--- src/rtl/pipe_adder.sv ---
// Pipelined add/sub/adc/sbc, one SEG-bit carry segment per stage; results appear WIDTH/SEG cycles after accept.
// The whole pipe stalls while out_valid && !out_ready, so in_ready = !out_valid || out_ready.
module pipe_adder #(
  parameter int WIDTH = 32,
  parameter int SEG   = 8
) (
  input  logic             clk,
  input  logic             clr,
  input  logic             in_valid,
  output logic             in_ready,
  input  logic [WIDTH-1:0] a,
  input  logic [WIDTH-1:0] b,
  input  logic [1:0]       op,
  input  logic             cin,
  output logic             out_valid,
  input  logic             out_ready,
  output logic [WIDTH-1:0] result,
  output logic             cout,
  output logic             ovf,
  output logic             zero,
  output logic             neg
);

  localparam int STAGES = WIDTH / SEG;

  // a/b travel whole so their sign bits reach the last stage; r collects finished segments
  typedef struct packed {
    logic [WIDTH-1:0] a;
    logic [WIDTH-1:0] b;
    logic [WIDTH-1:0] r;
    logic             c;
  } stage_t;

  logic adv;

  assign adv      = !out_valid || out_ready;
  assign in_ready = adv;

  for (genvar s = 0; s < STAGES; s++) begin : g_stage
    localparam logic [WIDTH-1:0] SEGMSK = WIDTH'({SEG{1'b1}}) << (s * SEG);

    stage_t           q;
    logic             v;
    logic [SEG:0]     sum;
    logic [WIDTH-1:0] sum_r;

    assign sum   = {1'b0, SEG'(q.a >> (s * SEG))} + {1'b0, SEG'(q.b >> (s * SEG))}
                 + {{SEG{1'b0}}, q.c};
    assign sum_r = (q.r & ~SEGMSK) | (WIDTH'(sum[SEG-1:0]) << (s * SEG));

    if (s == 0) begin : g_in
      always_ff @(posedge clk or posedge clr) begin
        if (clr) begin
          q <= '0;
          v <= 1'b0;
        end else if (adv) begin
          v   <= in_valid;
          q.a <= a;
          q.b <= op[0] ? ~b : b;
          q.r <= '0;
          q.c <= op[1] ? cin : op[0];
        end
      end
    end else begin : g_mid
      always_ff @(posedge clk or posedge clr) begin
        if (clr) begin
          q <= '0;
          v <= 1'b0;
        end else if (adv) begin
          v <= g_stage[s-1].v;
          q <= {g_stage[s-1].q.a, g_stage[s-1].q.b, g_stage[s-1].sum_r, g_stage[s-1].sum[SEG]};
        end
      end
    end
  end

  logic             fin_v;
  logic [WIDTH-1:0] fin_r;
  logic             fin_c;
  logic             fin_sa;
  logic             fin_sb;

  assign fin_v  = g_stage[STAGES-1].v;
  assign fin_r  = g_stage[STAGES-1].sum_r;
  assign fin_c  = g_stage[STAGES-1].sum[SEG];
  assign fin_sa = g_stage[STAGES-1].q.a[WIDTH-1];
  assign fin_sb = g_stage[STAGES-1].q.b[WIDTH-1];

  always_ff @(posedge clk or posedge clr) begin
    if (clr) begin
      out_valid <= 1'b0;
      result    <= '0;
      cout      <= 1'b0;
      ovf       <= 1'b0;
      zero      <= 1'b0;
      neg       <= 1'b0;
    end else if (adv) begin
      out_valid <= fin_v;
      result    <= fin_r;
      cout      <= fin_c;
      ovf       <= (fin_sa == fin_sb) && (fin_r[WIDTH-1] != fin_sa);
      zero      <= (fin_r == '0);
      neg       <= fin_r[WIDTH-1];
    end
  end

endmodule

--- config.mk ---
export PLATFORM = sky130hd
export DESIGN_NAME = pipe_adder
export DESIGN_NICKNAME = d
export VERILOG_FILES = /design/src/rtl/pipe_adder.sv
export SDC_FILE = /design/constraint.sdc
export NUM_CORES = 1
export LEC_CHECK = 0
export BUFFER_PORTS_ARGS = -buffer_cell sky130_fd_sc_hd__buf_4
export CORE_MARGIN = 1.5
export CORE_UTILIZATION = 30
export CTS_BUF_LIST = sky130_fd_sc_hd__clkbuf_4 sky130_fd_sc_hd__clkbuf_8
export DETAILED_ROUTE_END_ITERATION = 7
export PLACE_DENSITY = 0.44
export SYNTH_ARGS = -nofsm -noshare
export SYNTH_HDL_FRONTEND = slang
export SYNTH_SLANG_ARGS = --single-unit
--- constraint.sdc ---
create_clock -name clk -period 11.09 [get_ports clk]
set_input_delay 2.218 -clock clk [delete_from_list [all_inputs] [get_ports clk]]
set_output_delay 2.218 -clock clk [all_outputs]
set_load 0.01 [all_outputs]
==> run summary <==
Status - complete, no violations
Vias in the first global route - 7950
CP endpoint - in_ready
Area share of the largest cell type after synthesis - 58.1%
Top Registers - g_stage.q (210), result (32), g_stage.v (3)
Cells on worst reg2reg path - 5
Syn Area/Cell - 9.04 sq um
Post-synthesis sequential area ratio - 58.1%
Mapped Nets - 1308
Number of library cell types mapped by synthesis - 42
Clock transition at path regs - 0.06 ns
Core Region - 35600 sq um
Unrepaired setup endpoints after global routing - false
Crit share post-route - 46.4%
Reg-to-reg endpoint - result[31]$_DFFE_PP0P_
Synth area leaders - dfrtp_1, nand2_1, xnor2_1
Final setup margin - 5.94 ns
Post-CTS Resized - 0
Main synth FF type - dfrtp_1
Critical path startpoint - out_ready
Slew @ Worst Pin - 1.00 ns
Clock power share - 23.8%
Initial Utilization - 30.5%
Largest register by flop count - g_stage.q
Yosys Warn Count - 0
Critical path required time - 8.87 ns
R2r startpoint - out_valid$_DFFE_PP0P_
CTS tree - done
Largest register FFs - 210
Postcts setup bufs - 0
Max Clock Skew - 0.0184 ns
Hold Fails Final Rpt - 0
Max Cap Viol - 0
Fmax - 0.194 GHz
Vias - 7826
Sw Pwr - 1.41 mW
Routability Congestion - 0.741
Syn Inst Count - 1201
Arr. time, crit path - 2.93 ns
Max_slew headroom - 33.1%
Finished Core Util - 36.8%
Peak supply drop - 0.000232 V
Post-synth EDFFs - 0
N_diodes - 0
Length of the first detailed-routing pass in iterations - 4
Initial antenna violation count - 0
TritonCTS buffer count - 46
Final slew viol count - 0
Flop pwr share - 41.4%
Routed WL - 25000 um
Final setup TNS - 0 ns
Port Buffers - 108
Top post-synthesis cells by count - nand2_1, dfrtp_1, clkbuf_1
Synthesized cell area - 10900 sq um
CTS Hold Bufs - 0
FF+latch count, synth - 252
Share of post-route cells with drive strength above 1 - 15.1%
Area leader, netlist - dfrtp_1
CP Launch Type - input pin
Die Width - 193 um
Power per cell area - 295 nW/um^2
First-pass GRT wire length - 41700 um
CTS HTree Levels - 2
Post-synth ARST share - 100%
Die height - 193 um
R2R setup slack - 8.05 ns
Combinational fraction of design power - 34.7%
CTS sink cnt - 252
Worst Setup End Kind - output pin
Area Growth Syn to Fin - 20.4%
Hpwl dp - 16200 um
Initial DRC count - 351
Num rows - 69
GR Overflow Total - 0
# IOs - 109
Critical path class - in -> out
Worst hold-check path type - reg -> reg
Setup WS pre-CTS - 5.92 ns
Switching share of power - 36.5%
Residual DRC - 0
Pwr Total - 3.85 mW
All-Layer GR Usage - 13.5%
Detail Route Antenna Nets - 0
WHS - 0.459 ns
Lkg Pwr - 6.65 nW
Critical path fanouts, max - 63
Internal - 2.45 mW
Most frequent cell after synthesis - nand2_1
Avg WL per Cell - 13.9 um
Fin crit period - 5.15 ns
Final setup fails - 0
Vias per inst - 4.35
Clock root buffer - clkbuf_8
CTS Buffer Depth - 3
Clock insertion delay at the later pin of the skew report - 0.54 ns
Final layout net count - 1410
Die ar. - 37300 sq um
Largest net degree at the start of global routing - 195
## placed cells by master, fill, tap and decap left out, types with 2 or more instances in the layout
master / instances
nor2_1: 29
buf_4: 113
clkbuf_4: 16
fa_1: 8
a21o_1: 3
a31oi_1: 2
o21a_1: 10
or3_1: 3
inv_1: 24
o211a_1: 3
nand2b_1: 3
nand2_1: 599
a21oi_1: 17
nor4_1: 5
a211oi_1: 2
nor3_1: 10
xnor2_1: 42
nand4_1: 2
xor2_1: 3
a21boi_1: 3
dfrtp_1: 252
nor2b_1: 3
ha_1: 28
and3b_1: 2
clkbuf_8: 61
o21ai_1: 17
clkinv_2: 5
o21ai_0: 39
o31ai_1: 14
o21bai_1: 4
## worst min path at each step
stage | start | end | slack [ns] | cells past startpoint
after floorplan | fin_v$_DFFE_PP0P_ | fin_v$_DFFE_PP0P_ | 0.43 | 2
after global placement | fin_v$_DFFE_PP0P_ | fin_v$_DFFE_PP0P_ | 0.45 | 2
after detailed placement | fin_v$_DFFE_PP0P_ | out_valid$_DFFE_PP0P_ | 0.45 | 1
after CTS | g_stage[0].q[62]$_DFFE_PP0P_ | g_stage[1].q[62]$_DFFE_PP0P_ | 0.46 | 2
after global routing | g_stage[1].q[63]$_DFFE_PP0P_ | g_stage[1].q[63]$_DFFE_PP0P_ | 0.48 | 2
final | fin_v$_DFFE_PP0P_ | fin_v$_DFFE_PP0P_ | 0.46 | 2
## critical path, cell delays in order
cell and delay, ns:
buf_4 0.09, nor2b_4 0.05, inv_6 0.35, buf_4 0.21
## power by group through the flow
stage	registers, mW	logic, mW	clock network, mW
after floorplan	1.55	0.969	0
after global placement	1.62	1.35	0
after detailed placement	1.62	1.37	0
after CTS	1.61	1.38	0.956
after global routing	1.66	1.56	0.997
final	1.60	1.34	0.918
## cell families (layout without fill, tap and decap cells)
family | after synthesis | count (layout) | share of synthesized area (%)
adder cells (fa/ha/maj) | 36 | 36 | 4.70
XOR/XNOR | 45 | 45 | 3.63
multiplexers | 2 | 2 | 0.196
flip-flops | 252 | 252 | 58.1
AND/OR/NAND/NOR | 661 | 661 | 23.6
AO/OA/AOI/OAI | 119 | 119 | 6.75
buffers and inverters | 86 | 222 | 3.05
## routing by layer
metal,GRT usage [%],vias up,wire length (um)
li1,-,4007,-
met1,20.5,3664,13200
met2,19.6,119,10600
met3,2.56,36,881
met4,3.76,0,375
met5,0,-,0
## stage by stage
stage / cells / instance area [sq um]
3_3_place_gp: 1716 / 12100
6_report: 1798 / 13100
3_5_place_dp: 1716 / 12100
5_1_grt: 1798 / 13100
2_1_floorplan: 1201 / 10900
4_1_cts: 1798 / 13100
## layout make-up
type | count | area, sq um
Clock buffer | 77 | 960
Clock inverter | 5 | 25.0
Fill cell | 3761 | 22500
Inverter | 26 | 110
Multi-Input combinational cell | 863 | 4230
Sequential cell | 252 | 6310
Tap cell | 461 | 577
Timing Repair Buffer | 114 | 868
No activity file was read; power rests on OpenSTA's default activity.
